==> config.mk <==
export PLATFORM = sky130hd
export DESIGN_NAME = ethernet_rx_framer
export DESIGN_NICKNAME = d
export VERILOG_FILES = /design/src/rtl/eth_pkg.sv /design/src/rtl/eth_crc32_d8.sv /design/src/rtl/ethernet_rx_framer.sv
export SDC_FILE = /design/constraint.sdc
export NUM_CORES = 1
export LEC_CHECK = 0
export ABC_AREA = 1
export BUFFER_PORTS_ARGS = -buffer_cell sky130_fd_sc_hd__buf_2
export CAP_MARGIN = 20
export CORE_MARGIN = 2
export CORE_UTILIZATION = 50
export CTS_CLUSTER_DIAMETER = 150
export DETAILED_ROUTE_END_ITERATION = 16
export PLACE_DENSITY = 0.81
export SLEW_MARGIN = 20
export SYNTH_ARGS = -nofsm -noshare
export SYNTH_HDL_FRONTEND = slang
export SYNTH_SLANG_ARGS = --single-unit
==> constraint.sdc <==
create_clock -name clk -period 4.1 [get_ports clk]
set_input_delay 0.41 -clock clk [delete_from_list [all_inputs] [get_ports clk]]
set_output_delay 0.41 -clock clk [all_outputs]
set_load 0.05 [all_outputs]
==> src/rtl/eth_pkg.sv <==
// Shared Ethernet receive definitions: CRC-32 constants, framing nibbles, FSM states and status bit positions.
package eth_pkg;

  localparam int unsigned NIB_W     = 4;
  localparam int unsigned BYTE_W    = 8;
  localparam int unsigned CRC_W     = 32;
  localparam int unsigned LEN_W     = 16;
  localparam int unsigned STATUS_W  = 4;
  localparam int unsigned PRE_CNT_W = 4;

  localparam logic [CRC_W-1:0] CRC32_POLY    = 32'h04C11DB7;
  localparam logic [CRC_W-1:0] CRC32_INIT    = 32'hFFFFFFFF;
  localparam logic [CRC_W-1:0] CRC32_RESIDUE = 32'hC704DD7B;

  localparam logic [NIB_W-1:0] PREAMBLE_NIB = 4'h5;
  localparam logic [NIB_W-1:0] SFD_NIB      = 4'hD;

  localparam int unsigned ST_CRC     = 0;
  localparam int unsigned ST_SHORT   = 1;
  localparam int unsigned ST_LONG    = 2;
  localparam int unsigned ST_DRIBBLE = 3;

  typedef enum logic [1:0] {
    IDLE = 2'd0,
    PRE  = 2'd1,
    DATA = 2'd2,
    DROP = 2'd3
  } rx_state_t;

  function automatic logic [LEN_W-1:0] sat_inc16(input logic [LEN_W-1:0] v);
    return (v == 16'hFFFF) ? v : v + 16'd1;
  endfunction

endpackage

==> src/rtl/eth_crc32_d8.sv <==
// Combinational CRC-32 step for one byte, bits consumed LSB first (wire order).
// Register is kept MSB-first, so a good frame leaves the classic 0xC704DD7B residue.
module eth_crc32_d8
  import eth_pkg::*;
(
  input  logic [CRC_W-1:0]  crc_in,
  input  logic [BYTE_W-1:0] data,
  output logic [CRC_W-1:0]  crc_next_c
);

  logic [CRC_W-1:0] crc_w;

  always_comb begin
    crc_w = crc_in;
    for (int i = 0; i < 8; i++) begin
      crc_w = {crc_w[CRC_W-2:0], 1'b0} ^ ({CRC_W{crc_w[CRC_W-1] ^ data[i]}} & CRC32_POLY);
    end
    crc_next_c = crc_w;
  end

endmodule

==> src/rtl/ethernet_rx_framer.sv <==
// MII nibble stream to framed bytes: strips preamble/SFD, packs nibbles, checks FCS
// and length, and reports per-frame status plus clean/errored frame counters.
module ethernet_rx_framer
  import eth_pkg::*;
#(
  parameter int unsigned MIN_PRE_NIB = 7,
  parameter int unsigned MIN_FRAME   = 64,
  parameter int unsigned MAX_FRAME   = 1518
) (
  input  logic        clk,
  input  logic        rst,
  input  logic [7:0]  data_in,
  input  logic        valid_in,
  output logic [7:0]  m_data,
  output logic        m_valid,
  output logic        m_sof,
  output logic        m_eof,
  output logic [3:0]  m_status,
  output logic [15:0] m_len,
  output logic [15:0] frames_ok,
  output logic [15:0] frames_err
);

  rx_state_t               state_q, state_d;
  logic [PRE_CNT_W-1:0]    pre_cnt_q, pre_cnt_d;
  logic                    phase_q, phase_d;
  logic [NIB_W-1:0]        low_q, low_d;
  logic [BYTE_W-1:0]       hold_q, hold_d;
  logic                    hold_full_q, hold_full_d;
  logic [LEN_W-1:0]        count_q, count_d;
  logic [CRC_W-1:0]        crc_q, crc_d;
  logic [BYTE_W-1:0]       m_data_q, m_data_d;
  logic                    m_valid_q, m_valid_d;
  logic                    m_sof_q, m_sof_d;
  logic                    m_eof_q, m_eof_d;
  logic [STATUS_W-1:0]     m_status_q, m_status_d;
  logic [LEN_W-1:0]        m_len_q, m_len_d;
  logic [LEN_W-1:0]        frames_ok_q, frames_ok_d;
  logic [LEN_W-1:0]        frames_err_q, frames_err_d;

  logic [NIB_W-1:0]        nib_c;
  logic [BYTE_W-1:0]       byte_c;
  logic [CRC_W-1:0]        crc_next_c;
  logic                    unused_hi_c;

  assign nib_c       = data_in[3:0];
  assign byte_c      = {nib_c, low_q};
  assign unused_hi_c = ^data_in[7:4];

  eth_crc32_d8 u_crc (
    .crc_in     (crc_q),
    .data       (byte_c),
    .crc_next_c (crc_next_c)
  );

  always_ff @(posedge clk or negedge rst) begin
    if (!rst) begin
      state_q      <= IDLE;
      pre_cnt_q    <= '0;
      phase_q      <= 1'b0;
      low_q        <= '0;
      hold_q       <= '0;
      hold_full_q  <= 1'b0;
      count_q      <= '0;
      crc_q        <= CRC32_INIT;
      m_data_q     <= '0;
      m_valid_q    <= 1'b0;
      m_sof_q      <= 1'b0;
      m_eof_q      <= 1'b0;
      m_status_q   <= '0;
      m_len_q      <= '0;
      frames_ok_q  <= '0;
      frames_err_q <= '0;
    end else begin
      state_q      <= state_d;
      pre_cnt_q    <= pre_cnt_d;
      phase_q      <= phase_d;
      low_q        <= low_d;
      hold_q       <= hold_d;
      hold_full_q  <= hold_full_d;
      count_q      <= count_d;
      crc_q        <= crc_d;
      m_data_q     <= m_data_d;
      m_valid_q    <= m_valid_d;
      m_sof_q      <= m_sof_d;
      m_eof_q      <= m_eof_d;
      m_status_q   <= m_status_d;
      m_len_q      <= m_len_d;
      frames_ok_q  <= frames_ok_d;
      frames_err_q <= frames_err_d;
    end
  end

  always_comb begin
    state_d      = state_q;
    pre_cnt_d    = pre_cnt_q;
    phase_d      = phase_q;
    low_d        = low_q;
    hold_d       = hold_q;
    hold_full_d  = hold_full_q;
    count_d      = count_q;
    crc_d        = crc_q;
    m_data_d     = m_data_q;
    m_valid_d    = 1'b0;
    m_sof_d      = 1'b0;
    m_eof_d      = 1'b0;
    m_status_d   = m_status_q;
    m_len_d      = m_len_q;
    frames_ok_d  = frames_ok_q;
    frames_err_d = frames_err_q;

    unique case (state_q)
      IDLE: begin
        if (valid_in) begin
          if (nib_c == PREAMBLE_NIB) begin
            state_d   = PRE;
            pre_cnt_d = 4'd1;
          end else begin
            state_d = DROP;
          end
        end
      end

      PRE: begin
        if (!valid_in) begin
          state_d = IDLE;
        end else if (nib_c == PREAMBLE_NIB) begin
          if (pre_cnt_q != 4'hF) pre_cnt_d = pre_cnt_q + 4'd1;
        end else if (nib_c == SFD_NIB && pre_cnt_q >= 4'(MIN_PRE_NIB)) begin
          state_d     = DATA;
          phase_d     = 1'b0;
          count_d     = '0;
          crc_d       = CRC32_INIT;
          hold_full_d = 1'b0;
        end else begin
          state_d = DROP;
        end
      end

      DATA: begin
        if (valid_in) begin
          if (!phase_q) begin
            low_d   = nib_c;
            phase_d = 1'b1;
          end else begin
            phase_d = 1'b0;
            // Overlength: close the frame on the held byte, discard the new one
            if (count_q == 16'(MAX_FRAME)) begin
              m_valid_d              = 1'b1;
              m_eof_d                = 1'b1;
              m_sof_d                = (count_q == 16'd1);
              m_data_d               = hold_q;
              m_len_d                = count_q;
              m_status_d             = '0;
              m_status_d[ST_LONG]    = 1'b1;
              hold_full_d            = 1'b0;
              state_d                = DROP;
            end else begin
              count_d     = count_q + 16'd1;
              crc_d       = crc_next_c;
              hold_d      = byte_c;
              hold_full_d = 1'b1;
              if (hold_full_q) begin
                m_valid_d = 1'b1;
                m_sof_d   = (count_q == 16'd1);
                m_data_d  = hold_q;
              end
            end
          end
        end else begin
          state_d     = IDLE;
          hold_full_d = 1'b0;
          if (hold_full_q) begin
            m_valid_d              = 1'b1;
            m_eof_d                = 1'b1;
            m_sof_d                = (count_q == 16'd1);
            m_data_d               = hold_q;
            m_len_d                = count_q;
            m_status_d             = '0;
            m_status_d[ST_CRC]     = (crc_q != CRC32_RESIDUE);
            m_status_d[ST_SHORT]   = (count_q < 16'(MIN_FRAME));
            m_status_d[ST_DRIBBLE] = phase_q;
          end
        end
      end

      DROP: begin
        if (!valid_in) state_d = IDLE;
      end

      default: state_d = IDLE;
    endcase

    if (m_eof_d) begin
      if (m_status_d == '0) frames_ok_d  = sat_inc16(frames_ok_q);
      else                  frames_err_d = sat_inc16(frames_err_q);
    end
  end

  assign m_data     = m_data_q;
  assign m_valid    = m_valid_q;
  assign m_sof      = m_sof_q;
  assign m_eof      = m_eof_q;
  assign m_status   = m_status_q;
  assign m_len      = m_len_q;
  assign frames_ok  = frames_ok_q;
  assign frames_err = frames_err_q;

endmodule

# Word-level counts from Yosys, hierarchy flattened
# Index checks and enable logic that the tools add are counted.
[word_totals]
word_cells = 154
register_bits = 131
output_inout_bits = 63
inputBits = 11
[op_classes]
bitwise = 21
magnitude_cmp = 2
muxes = 67
reduce_logical = 17
addsub = 4
n_eq_ne = 27
[op_table]
columns = ["operator", "count"]
rows = [
  ["32-bit by 27-bit bitwise XOR with 32-bit output", 8],
  ["32-bit two-way mux", 6],
  ["16-bit two-way mux", 10],
  ["32-bit case mux with 2 select lines", 1],
  ["16-bit by 1-bit adder with 16-bit output (second input constant)", 3],
  ["4-bit two-way mux", 10],
  ["16-bit == test (second input constant)", 2],
  ["8-bit two-way mux", 4],
  ["32-bit inequality test (second input constant)", 1],
  ["16-bit case mux with 2 select lines", 1],
  ["1-bit two-way mux", 23],
  ["2-bit inequality test (second input constant)", 11],
  ["16-bit by 1-bit == test with 1-bit output (second input constant)", 1],
  ["16-bit by 11-bit == test with 1-bit output (second input constant)", 1],
  ["16-bit by 7-bit < comparator with 1-bit output (second input constant)", 1],
  ["2-bit two-way mux", 8],
  ["5-bit AND reduction", 3],
  ["3-bit inequality test (second input constant)", 3],
  ["3-bit AND reduction", 3],
  ["2-bit case mux with 4 select lines", 1],
  ["4-bit case mux with 2 select lines", 1],
  ["4-bit AND reduction", 2],
  ["1-bit bitwise XOR", 8],
  ["7-bit AND reduction", 1],
  ["16 further kinds", 25],
]

# Longest topological paths before layout
[logic_depth]
depth_word = 20
mapped_depth = 14
ltp_nobuf = 13

# Cells and area by module
# From an unflattened synthesis, not the netlist that was laid out.
[hier_totals]
cells_unflattened = 952
area_unflattened_um2 = 7734.9
[modules_own_cells]
columns = ["mod", "cells_per_inst", "seq_area_each_um2", "area_each_um2", "instances"]
rows = [
  ["ethernet_rx_framer", 738, 3318.2, 6497.5, 1],
  ["eth_crc32_d8", 214, 0.0, 1237.4, 1],
]

# Least setup slack after synthesis
# No wires, ideal clock.
[synth_path]
path_kind = "register -> register"
start = "register frames_err_q[0], in the netlist frames_err[0]"
end = "register frames_err_q[11], in the netlist frames_err[11]"
path_buffers = 1
setup_ns = 0.120
period_less_slack_ns = 2.251
path_stages_with_launch = 12
required_ns = 3.980
setup_slack_ns = 1.849
arrival_ns = 2.131
cell_sequence = "dfrtp_1 ha_1 nand3_1 nor2_1 nand2_1 inv_1 nand4_1 o21ai_0 inv_2 buf_1 nand3_1 nand2_1"
[synth_between]
elab_chain_len = 3
word_cells_on_any_way = 4
cone_classes = "add/sub (1); eq/ne (1); bitwise (1); reduce/logical (1)"
[synth_rtl]
columns = ["element", "line", "text"]
rows = [
  ["from (decl)", "ethernet_rx_framer.sv:39", "logic [LEN_W-1:0] frames_err_q, frames_err_d;"],
  ["from (signal assigned)", "ethernet_rx_framer.sv:90", "frames_err_q <= frames_err_d;"],
  ["parallel branches: the longest is 3 deep, another holds 16-bit by 1-bit adder with 16-bit output", "-", ""],
]
# Parallel ways; which one is timed is not known.
# A chain may end at the register's enable or synchronous reset.

# Worst setup path in the final report
[layout_path]
start = "register state_q[0]"
end = "register frames_ok_q[3], in the netlist frames_ok[3]"
[layout_between]
elab_chain_len = 4
word_cells_on_any_way = 5
cone_classes = "eq/ne (1); mux (2); reduce/logical (2)"
[layout_rtl]
columns = ["element", "line", "text"]
rows = [
  ["from (decl)", "ethernet_rx_framer.sv:24", "rx_state_t state_q, state_d;"],
  ["from (signal assigned)", "ethernet_rx_framer.sv:75", "state_q <= state_d;"],
  ["2-bit == test (*)", "ethernet_rx_framer.sv:112", "unique case (state_q)"],
  ["4-bit two-way mux", "ethernet_rx_framer.sv:112", ""],
  ["4-bit logical NOT", "ethernet_rx_framer.sv:195", "if (m_status_d == '0) frames_ok_d = sat_inc16(frames_ok_q);"],
  ["3-bit AND reduction (no line) (*)", "-", ""],
  ["to (signal assigned)", "ethernet_rx_framer.sv:89", "frames_ok_q <= frames_ok_d;"],
  ["to (decl)", "ethernet_rx_framer.sv:38", "logic [LEN_W-1:0] frames_ok_q, frames_ok_d;"],
]
# Every way passes the cells marked *; elsewhere a longest branch is shown, timed or not.

==> summary.txt <==
Floorplan
  • DIE AREA: roughly 0.016 mm^2
  • Die outline height: 126.3 um
  • Initial Util: just over 50%
  • # rows: 44
  • Die Span X: between 100 and 150 um
  • I/O Pins: 74
  • Core area: 0.01459 mm^2

Placed design
  • HPWL after DPL: between 10 and 15 mm
  • Input/output buffers: between 60 and 70
  • Gpl congestion: ~0.92
  • Cell area after placement: ~0.008 mm^2

Timing
  • Measured slew at the worst slew-check pin: approximately 0.80 ns
  • Setup TNS: 0 ns
  • RSZ-0062 raised after global routing: no
  • Hold Vio Cnt, Final: 0
  • Clk_skew: 0.005780 ns
  • Fmax: roughly 350 MHz
  • Clock period minus worst slack: around 2.9 ns
  • Rel. slew slack: a little under half
  • Final Max Tran Viols: 0
  • Final Cycle Share: a little over two thirds
  • Final setup vio count: 0

CTS
  • CTS Hold Bufs: 0
  • Clk sinks: approximately 130
  • Post-CTS Resized: 0
  • Latest clock arrival within the worst-skew pair: ~0.42 ns
  • Num CTS Buffers: 17
  • Clock-pin slew on the worst setup and hold paths: around 0.060 ns
  • CTS tree: yes
  • CTS H-tree lvls: 4
  • Post-CTS Repair Setup Buffers: 0
  • Clk root buf: clkbuf_16
  • Clock buffer depth: 2

Detailed routing
  • DR vias/cell: 5.418
  • Final ANT Viol Nets: 0
  • Detailed Route Iter0 Violations: 611
  • Met3 wire len: 1.156 mm
  • Met1 wire length: 8.105 mm
  • Drt first pass iters: 5
  • Avg WL per Cell: ~14 um
  • Met2 WL: 8.318 mm
  • Final WL: 17.92 mm
  • DR vias: ~6700
  • DRC errors left: 0
  • Top layer in use: met4

Power
  • Overall power: roughly 6600 uW
  • P per Cell Area: 765.3 mW/mm^2
  • Leak Pwr: roughly 0.0043 uW
  • Peak VDD IR: between 300 and 400 uV

Synth
  • Post-synth top flop: dfrtp_1
  • Cell count after synthesis: 980
  • Simple-gate share of the synthesized area: a little under a third
  • Synth Area in Adders: approximately 1.0%
  • Synth Area in XOR/XNOR: between 8 and 9%
  • Synth Area in Compound Gates: under 10%
  • Yosys cell types: 38
  • Largest family of logic cells by synthesized area: simple AND/OR/NAND/NOR gates
  • Post-Syn Nets: about 1000
  • Post-synthesis sequential area ratio: between 40% and 50%
  • Cell Area, Synth: between 0.007 and 0.008 mm^2
  • Yosys reg bits: between 100 and 150
  • EDFF count, synth: 0
  • Multiplexer area fraction after synthesis: 0%
  • Async S/R FF share, synth: 100.0%
  • Synth warnings: 0
  • Syn Area/Cell: around 7.6 um^2

Worst setup path
  • Worst r2r src: state_q[0]$_DFFE_PN0P_
  • Worst Path Max Fanout: 24
  • Crit Reg-Reg Endpoint: frames_ok[3]$_DFFE_PN0P_
  • R2r setup slk: between 1 and 1.5 ns
  • Worst path bufs/invs: 2
  • Worst path slowest cell: a21oi_4
  • Worst-case reg-to-reg path depth: 10
  • CP startpoint kind: register
  • Slowest cell delay on critical path: 0.52 ns
  • Delay-heaviest family, CP: simple AND/OR/NAND/NOR gates
  • Worst path required time: ~4.4 ns
  • Data arrival time of the worst path: approximately 3.2 ns
  • Crit path capture type: register
  • Crit Path Class: register to register
  • Setup crit start: state_q[0]$_DFFE_PN0P_
  • Worst-path cell chain: inv_2 -> nand2_2 -> inv_2 -> nand2_4 -> nor2_1 -> nand3_1 -> a21oi_4 -> nand3_2 -> nand2_1 -> nand2_1

GRT
  • Grt ovf: 0
  • Largest net degree at the start of global routing: 84
  • Total global-route track usage: 23.18%
  • First-pass GRT wire length: 29.97 mm
  • Vias in the first global route: 6191
  • Antenna violations before repair: 0

Cells and area
  • Area Overhead vs Synth: 15.02%
  • Post-route cell area: ~0.0086 mm^2
  • Final nets: about 1100
  • Antenna fix cells: 0
  • Layout cell share with drive strength beyond 1: between 15 and 20%

Run
  • Max Cap Viol: 0

Outcome
  • Outcome: completed

Min path
  • Worst Hold Class: input port to async pin
==> registers in the layout, summed over array words and instances, names as in the netlist, 2 cells and up <==
name / count
count_q: 16
crc_q: 32
frames_err: 16
frames_ok: 16
hold_q: 8
low_q: 4
m_data: 8
m_len: 16
m_status: 4
pre_cnt_q: 4
state_q: 2
==> power breakdown <==
group / total, uW / internal, uW / switching (uW)
combinational: 2900 / 843 / 2060
sequential: 2080 / 1750 / 326
clock: 1600 / 1030 / 575
==> synthesized netlist by cell type (all sizes together) (6+ instances only) <==
| master | count | area, um^2 |
|---|---|---|
| inv | 98 | 367.8 |
| o21ai | 65 | 325.3 |
| clkbuf | 14 | 52.55 |
| nor2 | 73 | 296.5 |
| nand2 | 319 | 1237 |
| nand3 | 83 | 432.9 |
| xor2 | 51 | 446.7 |
| dfstp | 32 | 840.8 |
| ha | 6 | 75.07 |
| nand4 | 36 | 225.2 |
| a21oi | 18 | 101.4 |
| dfrtp | 99 | 2477 |
| xnor2 | 25 | 219.0 |
| buf | 14 | 78.82 |
| nor3 | 16 | 80.08 |
==> through the flow <==
| step | util [%] | std cells | setup WS [ns] | hold slack (ns) |
|---|---|---|---|---|
| 5_1_grt | 58.92 | 1242 | 1.086 | 0.07814 |
| 3_5_place_dp | 54.64 | 1210 | 1.355 | 0.4581 |
| 3_3_place_gp | 54.64 | 1210 | 1.367 | 0.4551 |
| 6_report | 58.92 | 1242 | 1.248 | 0.01029 |
| 2_1_floorplan | - | 980 | 1.849 | 0.1144 |
| 4_1_cts | 58.92 | 1242 | 1.299 | 0.05584 |
==> cell usage in the layout (no fill, tap or decap), types with 2 or more instances in the layout <==
cell type / instances
a32oi_1: 2
nor2_1: 66
nand2_2: 4
xor2_1: 51
buf_2: 68
a22oi_1: 5
nor3_1: 16
nor2_2: 4
clkinv_2: 5
nand2_1: 311
clkinvlp_4: 3
nor2_4: 3
or2_2: 3
inv_2: 5
dfstp_2: 32
bufinv_16: 4
nand2_4: 4
nor4_1: 4
o21ai_0: 65
buf_4: 5
a31oi_1: 3
nand3b_1: 4
xnor2_1: 25
o211ai_1: 2
o22ai_1: 3
inv_1: 93
nand4_1: 36
nand3_1: 81
dfrtp_1: 99
ha_1: 6
o21a_1: 2
a21oi_1: 17
clkbuf_16: 17
==> logic make-up after synthesis <==
| logic type | after synthesis |
|---|---|
| AND/OR/NAND/NOR | 538 |
| flip-flops | 131 |
| buffers and inverters | 127 |
| AO/OA/AOI/OAI | 102 |
| XOR/XNOR | 76 |
| adder cells (fa/ha/maj) | 6 |
==> metal layers <==
metal	up-vias	track usage, %
met4	0	7.563
li1	3302	-
met3	28	5.692
met2	223	35.52
met5	-	0
met1	3176	32.50
==> worst max-delay path by stage <==
stage          depth (start not counted)                         end
6_report                              10    frames_ok[3]$_DFFE_PN0P_
3_3_place_gp                          10    frames_ok[8]$_DFFE_PN0P_
3_5_place_dp                          10    frames_ok[2]$_DFFE_PN0P_
5_1_grt                               10   frames_ok[14]$_DFFE_PN0P_
2_1_floorplan                         11  frames_err[11]$_DFFE_PN0P_
4_1_cts                               10    frames_ok[3]$_DFFE_PN0P_
==> cell type report <==
class | instances | area, um^2
Clock buffer | 18 | 439.2
Clock inverter | 14 | 185.2
Fill cell | 1288 | 5993
Inverter | 99 | 371.6
Multi-Input combinational cell | 722 | 3662
Sequential cell | 131 | 3318
Tap cell | 184 | 230.2
Timing Repair Buffer | 74 | 389.1
Power figures use the tool's default switching activity.
